$ cat src/rtl/rom_access_arbiter_pkg.sv
// Shared types and default sizes for the ROM access arbiter.
package rom_arb_pkg;

    localparam int DEF_NUM_REQ = 4;
    localparam int DEF_ADDR_W  = 8;
    localparam int DEF_DATA_W  = 8;

    typedef enum logic [1:0] {
        IDLE = 2'd0,
        READ = 2'd1,
        RESP = 2'd2
    } arb_state_e;

endpackage

$ cat src/rtl/rom_access_arbiter_if.sv
// Requester, response and ROM-side signals of the ROM access arbiter.
interface rom_access_arbiter_if
    import rom_arb_pkg::*;
#(
    parameter int NUM_REQ = DEF_NUM_REQ,
    parameter int ADDR_W  = DEF_ADDR_W,
    parameter int DATA_W  = DEF_DATA_W
);
    localparam int IDX_W = $clog2(NUM_REQ);

    logic [NUM_REQ-1:0]        req_valid;
    logic [NUM_REQ*ADDR_W-1:0] req_addr;
    logic [NUM_REQ-1:0]        req_lock;
    logic [NUM_REQ-1:0]        req_ready;
    logic [NUM_REQ-1:0]        rsp_valid;
    logic [DATA_W-1:0]         rsp_data;
    logic [NUM_REQ-1:0]        rsp_ready;
    logic [ADDR_W-1:0]         rom_addr;
    logic [DATA_W-1:0]         rom_data;
    logic [IDX_W-1:0]          gnt_id;

    modport master (
        output req_valid, req_addr, req_lock, rsp_ready,
        input  req_ready, rsp_valid, rsp_data, gnt_id
    );

    modport slave (
        input  req_valid, req_addr, req_lock, rsp_ready, rom_data,
        output req_ready, rsp_valid, rsp_data, rom_addr, gnt_id
    );

    modport rom (
        input  rom_addr,
        output rom_data
    );

endinterface

$ cat src/rtl/rom_access_arbiter_rr_picker.sv
// Combinational round-robin picker: searches from (i_last+1) mod NUM_REQ upward.
module rr_picker #(
    parameter  int NUM_REQ = 4,
    localparam int IDX_W   = $clog2(NUM_REQ)
) (
    input  logic [NUM_REQ-1:0] i_req,
    input  logic [IDX_W-1:0]   i_last,
    output logic [NUM_REQ-1:0] o_gnt,
    output logic [IDX_W-1:0]   o_idx,
    output logic               o_any
);

    // Walk candidates farthest-first so the nearest requester after i_last wins.
    always_comb begin
        o_idx = '0;
        o_any = |i_req;
        for (int k = NUM_REQ; k >= 1; k--) begin
            o_idx = i_req[IDX_W'((int'(i_last) + k) % NUM_REQ)]
                  ? IDX_W'((int'(i_last) + k) % NUM_REQ) : o_idx;
        end
        for (int i = 0; i < NUM_REQ; i++) begin
            o_gnt[i] = o_any && (o_idx == IDX_W'(i));
        end
    end

endmodule

$ cat src/rtl/rom_access_arbiter.sv
// Round-robin arbiter sharing one combinational 256x8 ROM between NUM_REQ requesters.
// Optional grant locking (req_lock) is compiled in with ROM_ARB_LOCK_EN.
module rom_access_arbiter
    import rom_arb_pkg::*;
#(
    parameter int NUM_REQ = DEF_NUM_REQ,
    parameter int ADDR_W  = DEF_ADDR_W,
    parameter int DATA_W  = DEF_DATA_W
) (
    input logic                 clk,
    input logic                 rst_n,
    rom_access_arbiter_if.slave bus
);
    localparam int IDX_W = $clog2(NUM_REQ);

    arb_state_e          r_state;
    arb_state_e          w_next_state;
    logic [IDX_W-1:0]    r_gnt_id;
    logic [IDX_W-1:0]    r_last_grant;
    logic [IDX_W-1:0]    w_pick_idx;
    logic [NUM_REQ-1:0]  w_pick_req;
    logic [NUM_REQ-1:0]  w_pick_gnt;
    logic [NUM_REQ-1:0]  w_req_ready;
    logic [NUM_REQ-1:0]  w_gnt_oh;
    logic [NUM_REQ-1:0]  r_rsp_valid;
    logic                w_pick_any;
    logic                w_accept;
    logic                w_rsp_hs;
    logic                w_lock;
    logic [ADDR_W-1:0]   r_rom_addr;
    logic [ADDR_W-1:0]   w_addr_arr [NUM_REQ];
    logic [DATA_W-1:0]   r_rsp_data;

    for (genvar g = 0; g < NUM_REQ; g++) begin : g_req
        assign w_addr_arr[g] = bus.req_addr[g*ADDR_W +: ADDR_W];
        assign w_gnt_oh[g]   = (r_gnt_id == IDX_W'(g));
    end

    // While locked only the held requester is eligible, so the arbiter idles if it is silent.
    assign w_pick_req = w_lock ? (bus.req_valid & w_gnt_oh) : bus.req_valid;
    assign w_rsp_hs   = (r_state == RESP) && bus.rsp_ready[r_gnt_id];

    rr_picker #(.NUM_REQ(NUM_REQ)) u_picker (
        .i_req  (w_pick_req),
        .i_last (r_last_grant),
        .o_gnt  (w_pick_gnt),
        .o_idx  (w_pick_idx),
        .o_any  (w_pick_any)
    );

    // State register.
    always_ff @(posedge clk or negedge rst_n) begin
        if (!rst_n) begin
            r_state <= IDLE;
        end else begin
            r_state <= w_next_state;
        end
    end

    // Next-state logic and the request-side ready.
    always_comb begin
        w_next_state = r_state;
        w_req_ready  = '0;
        w_accept     = 1'b0;
        case (r_state)
            IDLE: begin
                w_req_ready  = w_pick_gnt;
                w_accept     = w_pick_any;
                w_next_state = w_pick_any ? READ : IDLE;
            end
            READ:    w_next_state = RESP;
            RESP:    w_next_state = w_rsp_hs ? IDLE : RESP;
            default: w_next_state = IDLE;
        endcase
    end

    // Address capture on accept, ROM data capture in READ, response valid until handshake.
    always_ff @(posedge clk or negedge rst_n) begin
        if (!rst_n) begin
            r_rom_addr   <= '0;
            r_gnt_id     <= '0;
            r_last_grant <= IDX_W'(NUM_REQ - 1);
            r_rsp_valid  <= '0;
            r_rsp_data   <= '0;
        end else begin
            if (w_accept) begin
                r_rom_addr   <= w_addr_arr[w_pick_idx];
                r_gnt_id     <= w_pick_idx;
                r_last_grant <= w_pick_idx;
            end
            if (r_state == READ) begin
                r_rsp_data  <= bus.rom_data;
                r_rsp_valid <= w_gnt_oh;
            end else if (w_rsp_hs) begin
                r_rsp_valid <= '0;
            end
        end
    end

`ifdef ROM_ARB_LOCK_EN
    logic r_lock;

    // Lock follows the granted requester's req_lock at each response handshake.
    always_ff @(posedge clk or negedge rst_n) begin
        if (!rst_n) begin
            r_lock <= 1'b0;
        end else if (w_rsp_hs) begin
            r_lock <= bus.req_lock[r_gnt_id];
        end
    end

    assign w_lock = r_lock;
`else
    logic w_unused_lock;
    assign w_unused_lock = ^bus.req_lock;
    assign w_lock        = 1'b0;
`endif

    assign bus.req_ready = w_req_ready;
    assign bus.rsp_valid = r_rsp_valid;
    assign bus.rsp_data  = r_rsp_data;
    assign bus.rom_addr  = r_rom_addr;
    assign bus.gnt_id    = r_gnt_id;

endmodule

$ cat src/flat_wrapper.sv
// flat-port wrapper written by rule: the top's interface ports become plain ports
module rom_access_arbiter_flat import rom_arb_pkg::*;
#(
    parameter int NUM_REQ = DEF_NUM_REQ,
    parameter int ADDR_W  = DEF_ADDR_W,
    parameter int DATA_W  = DEF_DATA_W
)
  (clk, rst_n, bus_req_valid, bus_req_addr, bus_req_lock, bus_rsp_ready, bus_rom_data, bus_req_ready, bus_rsp_valid, bus_rsp_data, bus_rom_addr, bus_gnt_id);
  rom_access_arbiter_if #(.NUM_REQ(NUM_REQ), .ADDR_W(ADDR_W), .DATA_W(DATA_W)) bus_i ();
  input logic clk;
  input logic rst_n;
  input wire logic [$bits(bus_i.req_valid)-1:0] bus_req_valid;
  input wire logic [$bits(bus_i.req_addr)-1:0] bus_req_addr;
  input wire logic [$bits(bus_i.req_lock)-1:0] bus_req_lock;
  input wire logic [$bits(bus_i.rsp_ready)-1:0] bus_rsp_ready;
  input wire logic [$bits(bus_i.rom_data)-1:0] bus_rom_data;
  output wire logic [$bits(bus_i.req_ready)-1:0] bus_req_ready;
  output wire logic [$bits(bus_i.rsp_valid)-1:0] bus_rsp_valid;
  output wire logic [$bits(bus_i.rsp_data)-1:0] bus_rsp_data;
  output wire logic [$bits(bus_i.rom_addr)-1:0] bus_rom_addr;
  output wire logic [$bits(bus_i.gnt_id)-1:0] bus_gnt_id;
  assign bus_i.req_valid = bus_req_valid;
  assign bus_i.req_addr = bus_req_addr;
  assign bus_i.req_lock = bus_req_lock;
  assign bus_i.rsp_ready = bus_rsp_ready;
  assign bus_i.rom_data = bus_rom_data;
  assign bus_req_ready = bus_i.req_ready;
  assign bus_rsp_valid = bus_i.rsp_valid;
  assign bus_rsp_data = bus_i.rsp_data;
  assign bus_rom_addr = bus_i.rom_addr;
  assign bus_gnt_id = bus_i.gnt_id;
  rom_access_arbiter #(.NUM_REQ(NUM_REQ), .ADDR_W(ADDR_W), .DATA_W(DATA_W)) u_core (.clk(clk), .rst_n(rst_n), .bus(bus_i));
endmodule
$ cat config.mk
export PLATFORM = sky130hd
export DESIGN_NAME = rom_access_arbiter_flat
export DESIGN_NICKNAME = d
export VERILOG_FILES = /design/src/rtl/rom_access_arbiter_pkg.sv /design/src/rtl/rom_access_arbiter_if.sv /design/src/rtl/rom_access_arbiter_rr_picker.sv /design/src/rtl/rom_access_arbiter.sv /design/src/flat_wrapper.sv
export SDC_FILE = /design/constraint.sdc
export NUM_CORES = 1
export LEC_CHECK = 0
export BUFFER_PORTS_ARGS = -buffer_cell sky130_fd_sc_hd__buf_4
export CAP_MARGIN = 20
export CORE_MARGIN = 1
export CORE_UTILIZATION = 30
export CTS_CLUSTER_SIZE = 20
export DETAILED_ROUTE_END_ITERATION = 8
export PLACE_DENSITY = 0.67
export REMOVE_ABC_BUFFERS = 1
export SYNTH_ARGS = -nofsm -noshare
export SYNTH_HDL_FRONTEND = slang
export SYNTH_SLANG_ARGS = --single-unit
export TNS_END_PERCENT = 10
$ cat constraint.sdc
create_clock -name clk -period 2.73 [get_ports clk]
set_input_delay 0.6825 -clock clk [delete_from_list [all_inputs] [get_ports clk]]
set_output_delay 0.6825 -clock clk [all_outputs]
set_load 0.02 [all_outputs]
==> impl_metrics.yaml, run 1 <==
synth:
  ys_ff_latch: 26
  yosys_warnings: 0
  netlist_area_um2: 1490
  yosysUniqueCellTypes: 31
  yosysSeqAreaShare_pct: 44.0
  syn_area_per_cell_um2: 11.3
  synthCells: 132
sta:
  relSlewSlack_pct: 55.3
  tightestPinTransition_ns: 0.667
  worst_slack_ns: 0.162
  finalSetupViolations: 0
  fmax_ghz: 0.389
  skew_ns: 0.0103
  period_minus_slack_ns: 2.57
  hold_slack_ns: 0.304
  rsz0062_at_grt: "no"
  period_share_pct: 94.1
  hold_viol_final: 0
  finalMaxSlewViolations: 0
floorplan:
  die_h_um: 72.4
  dieArea_um2: 5240
  coreArea_um2: 4750
  start_util_pct: 31.2
  rows: 25
  die_w_um: 72.4
  io_pins: 80
critical_path:
  cp.arrival_ns: 1.89
  r2r-start: "u_core.r_last_grant[0]"
  regToRegEndpoint: "u_core.bus.rom_addr[1]"
  crit_path_start_kind: "input port"
  rr_worst_depth: 6
  critPathMaxFanout: 10
  crit_type: "input port to output pin"
  cp_common_cell: "buf_4"
  worst_setup_path_end_kind: "output pin"
  critPathMaxStageDelay_ns: 0.51
  cp_data_required_time_ns: 2.05
  cp_cell_sequence: "buf_4, nor4_1, nor3_2, nor2b_1, and2_1, buf_4"
  slowest_stage: "nor3_2"
  r2r_setup_slack_ns: 0.90
outcome:
  outcome: "finished, final reports clean"
clocking:
  cts_resized: 0
  clock_sinks: 26
  root_buffer: "clkbuf_8"
  cts_made_buffers: 3
  post_cts_buffers: 0
  cts_max_level: 1
  worstSkewPairLatency_ns: 0.27
  cts_tree: "yes"
  ctsHoldBuffers: 0
  clk_path_buf_depth: 2
  clk_pin_slew_ns: 0.09
run:
  max-cap-violations: 0
pwr:
  leakage_nw: 1.03
  intPower_mw: 1.38
  p_switching_mw: 0.993
  swShare_pct: 41.9
  ir_drop_v: 0.000352
  power_density_nw_per_um2: 1080
  pwr-share-seq_pct: 30.3
  p_clk_share_pct: 10.5
  p_total_mw: 2.37
  combPwrFrac_pct: 59.2
finish:
  fin_nets: 268
  layout-drive-gt1-share_pct: 56.3
  diodes: 0
  area_growth_pct: 47.3
routing:
  drc: 0
  wl_per_cell_um: 13.2
  routed_wirelength_mm: 3.69
  ant_nets: 0
  drt_iter0_drc: 58
  viasPerCell: 4.58
  vias: 1283
  first_pass_iters: 3
global_route:
  antenna_found_initial: 0
  grt_pass1_vias: 1264
  overflow: 0
  grt_use_total_pct: 14.5
  grt_max_degree: 27
  grt_pass1_wl_mm: 5.81
placed_design:
  gp_congestion: 0.737
  place_hpwl_mm: 2.86
  pre_cts_slack_ns: 0.141
  port_buffers: 75
min_path:
  hp-class: "input port to asynchronous set/reset pin"
cells in the mapped netlist (all sizes together):
cell type	count	area share [%]
nand2	4	1.2
o21ai	7	3.9
a32o	2	1.3
inv	11	2.8
mux2i	8	5.4
buf	5	4.0
nor2b	5	2.6
nor2	13	3.3
or2	1	0.42
dfstp	2	3.5
nand2b	5	2.1
clkbuf	2	0.51
nor4	1	0.42
dfrtp	24	40
o221ai	1	0.59
a31oi	8	3.4
a21oi	3	1.0
and3	2	1.2
a21o	1	0.51
a211oi	16	13
mux2	8	6.1
and2	1	0.42
nor3	1	0.67
mux4	1	1.5
area by class of cell:
type | instances | area [um2]
fillers | 480 | 2570
multi-input cells | 88 | 724
flip-flops and latches | 26 | 653
repair buffers | 84 | 631
well taps | 67 | 83.8
clock buffers | 4 | 55.1
inverters | 11 | 41.3
power by group through the flow:
stage	clock (mW)	sequential (mW)	combinational, mW
after floorplan	0	0.898	0.657
after global placement	0	0.718	1.40
after detailed placement	0	0.730	1.42
after CTS	0.262	0.721	1.42
after global routing	0.278	0.750	1.52
final	0.249	0.718	1.41
critical path: cells and delay by family:
family,cells,cell delay (ns)
buffers and inverters,2,0.26
and+or+nand+nor,4,0.94
registers in the layout, summed over array words and instances (netlist names):
name and count:
u_core.bus.rom_addr 8, u_core.r_state 2, u_core.bus.rsp_data 8, u_core.r_last_grant 2
u_core.bus.rsp_valid 4, u_core.bus.gnt_id 2
metrics by stage:
step / setup TNS [ns] / utilization, % / instance area, um2 / std cells
after floorplan: -0.170 / - / 1420 / 125
after global placement: 0 / 44.9 / 2130 / 276
after detailed placement: 0 / 44.9 / 2130 / 276
after CTS: 0 / 46.0 / 2190 / 280
after global routing: 0 / 46.0 / 2190 / 280
final: 0 / 46.0 / 2190 / 280
layout by cell type, fill, tap and decap left out, drive strengths merged:
master   n
a211oi  16
a21o     1
a21oi    3
a31oi    8
a32o     2
and2     1
and3     2
buf     84
clkbuf   4
dfrtp   24
dfstp    2
inv     11
mux2     8
mux2i    8
mux4     1
nand2    4
nand2b   5
nor2    13
nor2b    5
nor3     1
nor4     1
o21ai    7
o221ai   1
or2      1
metal layers:
metal,routed length (um),GRT usage [%],vias up,share of wire (%)
met1,1630,17.9,606,44
met2,1830,25.0,36,50
met3,183,2.92,4,5.0
met5,0,0,-,0
met4,48,5.23,0,1.3
li1,-,-,637,-
worst max-delay path by stage:
stage,to,depth (start not counted),start,slack (ns)
floorplan,bus_req_ready[2],4,bus_req_valid[0],-0.17
CTS,bus_req_ready[2],6,bus_req_valid[1],0.14
global placement,bus_req_ready[2],6,bus_req_valid[1],0.17
detailed placement,bus_req_ready[2],6,bus_req_valid[1],0.14
finish,bus_req_ready[2],6,bus_req_valid[1],0.16
global route,bus_req_ready[2],6,bus_req_valid[1],0.004
cells by family (layout without fill, tap and decap cells):
kind of cell           Yosys count  after routing  synth area share, %
AOI/OAI and AO/OA               38             38                 23.5
and+or+nand+nor                 33             33                 12.3
DFF                             26             26                 44.0
buffers and inverters           18             99                 7.24
muxes                           17             17                 13.0
No activity file was read; power rests on OpenSTA's default activity.
==> inputs of run 2 (changes only) <==
--- a/config.mk
+++ b/config.mk
@@ -7,7 +7,7 @@
 export LEC_CHECK = 0
 export BUFFER_PORTS_ARGS = -buffer_cell sky130_fd_sc_hd__buf_4
 export CAP_MARGIN = 20
-export CORE_MARGIN = 1
+export CORE_MARGIN = 2
 export CORE_UTILIZATION = 30
 export CTS_CLUSTER_SIZE = 20
 export DETAILED_ROUTE_END_ITERATION = 8
==> run 2 against run 1 <==
Cell count increased by 0.36%. Die area increased by 5.6%. Worst hold slack improved by 0.0013 ns. Critical path depth unchanged. Via count increased by 1.9%. Critical path type unchanged. Global-route usage decreased by 0.98 points. Flip-flop and latch count unchanged.
==> impl_metrics.yaml, run 2 (synthesis gave the netlist of run 1 again) <==
floorplan:
  die_w_um: 74.4
  coreArea_um2: 4750
  dieArea_um2: 5530
  start_util_pct: 31.2
  die_h_um: 74.4
  rows: 25
  io_pins: 80
clocking:
  cts_max_level: 1
  cts_made_buffers: 3
  cts_tree: "yes"
  cts_resized: 0
  clk_path_buf_depth: 2
  ctsHoldBuffers: 0
  root_buffer: "clkbuf_8"
  clock_sinks: 26
  clk_pin_slew_ns: 0.09
  worstSkewPairLatency_ns: 0.27
  post_cts_buffers: 0
critical_path:
  cp_data_required_time_ns: 2.05
  critPathMaxFanout: 8
  worst_setup_path_end_kind: "output pin"
  crit_path_start_kind: "input port"
  crit_type: "input port to output pin"
  cp.arrival_ns: 1.89
global_route:
  overflow: 0
  grt_max_degree: 27
  antenna_found_initial: 0
  grt_pass1_vias: 1291
  grt_pass1_wl_mm: 5.86
  grt_use_total_pct: 13.5
outcome:
  outcome: "finished, final reports clean"
finish:
  multiInputGateArea_um2: 724
  final_cell_mix: "85 x buf_4, 24 x dfrtp_1, 14 x a211oi_2, 13 x nor2_1, 11 x inv_1"
  final_util_pct: 46.5
  fin_nets: 269
  final_common_cell: "buf_4"
  layout-drive-gt1-share_pct: 56.5
  n_fill_cell: 498
  layout.cells.non_filler: 281
  regArea_um2: 653
  area_growth_pct: 48.9
  diodes: 0
pwr:
  power_density_nw_per_um2: 1110
  leakage_nw: 1.04
  p_total_mw: 2.44
  ir_drop_v: 0.000359
sta:
  hold_viol_final: 0
  tightestPinTransition_ns: 0.467
  rsz0062_at_grt: "no"
  fmax_ghz: 0.388
  finalMaxSlewViolations: 0
  skew_ns: 0.00209
  period_minus_slack_ns: 2.57
  finalSetupViolations: 0
  period_share_pct: 94.3
  relSlewSlack_pct: 68.7
routing:
  first_pass_iters: 4
  vias: 1308
  drc: 0
  wl_per_cell_um: 13.2
  ant_nets: 0
  viasPerCell: 4.65
  drt_iter0_drc: 40
  routed_wirelength_mm: 3.72
min_path:
  hp-class: "input port to asynchronous set/reset pin"
placed_design:
  gp_congestion: 0.699
  port_buffers: 75
  place_hpwl_mm: 2.84
  placed_cells: 274
run:
  max-cap-violations: 0
## run 2: cell count changes in the layout (fill, tap and decap cells not counted)
cell / delta
bufinv_16: +1
buf_4: +1
clkbuf_8: -1
## run 2: layout make-up
class | instances | area share (%)
multi-input combinational | 88 | 32.7
sequential | 26 | 29.5
timing repair buffer | 85 | 28.8
tap | 67 | 3.79
clock buffer | 3 | 1.87
inverter | 11 | 1.87
clock inverter | 1 | 1.36
## run 2: layer usage
layer  vias up  GRT usage [%]  wire (um)
li1        639              -          -
met1       625           17.4       1570
met2        42           23.3       1900
met3         2           1.76        222
met4         0           4.76         34
met5         -              0          0
## run 2: stage by stage
step / hold slack (ns) / setup slack [ns] / cell area, um2 / setup TNS [ns]
floorplan: 0.387 / -0.170 / 1420 / -0.170
global placement: 0.471 / 0.119 / 2120 / 0
detailed placement: 0.477 / 0.0766 / 2120 / 0
CTS: 0.314 / 0.0600 / 2190 / 0
global route: 0.318 / 0.0588 / 2210 / 0
finish: 0.305 / 0.156 / 2210 / 0
## run 2: worst paths after layout
kind                                    startpoint                       to  slack (ns)  depth (start not counted)
max reg2reg                 u_core.r_last_grant[0]   u_core.bus.rom_addr[6]        0.86                          6
min reg2reg                u_core.bus.rsp_valid[3]  u_core.bus.rsp_valid[3]        0.49                          2
max in group asynchronous                    rst_n   u_core.r_last_grant[1]        2.12                          1
max                               bus_req_valid[1]         bus_req_ready[2]        0.16                          6
min in group clk           u_core.bus.rsp_valid[3]  u_core.bus.rsp_valid[3]        0.49                          2
min                                          rst_n   u_core.bus.rsp_data[0]        0.30                          1
## run 2: worst max-delay path, cell delays in order
cell and delay, ns:
buf_4 0.14, nor4_1 0.40, nor3_2 0.17, nor2b_1 0.17, and2_1 0.17, buf_4 0.15
## run 2: where the power goes
| part | switching (mW) | internal [mW] | total [mW] | leakage, nW |
|---|---|---|---|---|
| logic | 0.742 | 0.672 | 1.41 | 0.701 |
| registers | 0.126 | 0.587 | 0.713 | 0.304 |
| clock network | 0.122 | 0.196 | 0.318 | 0.0357 |
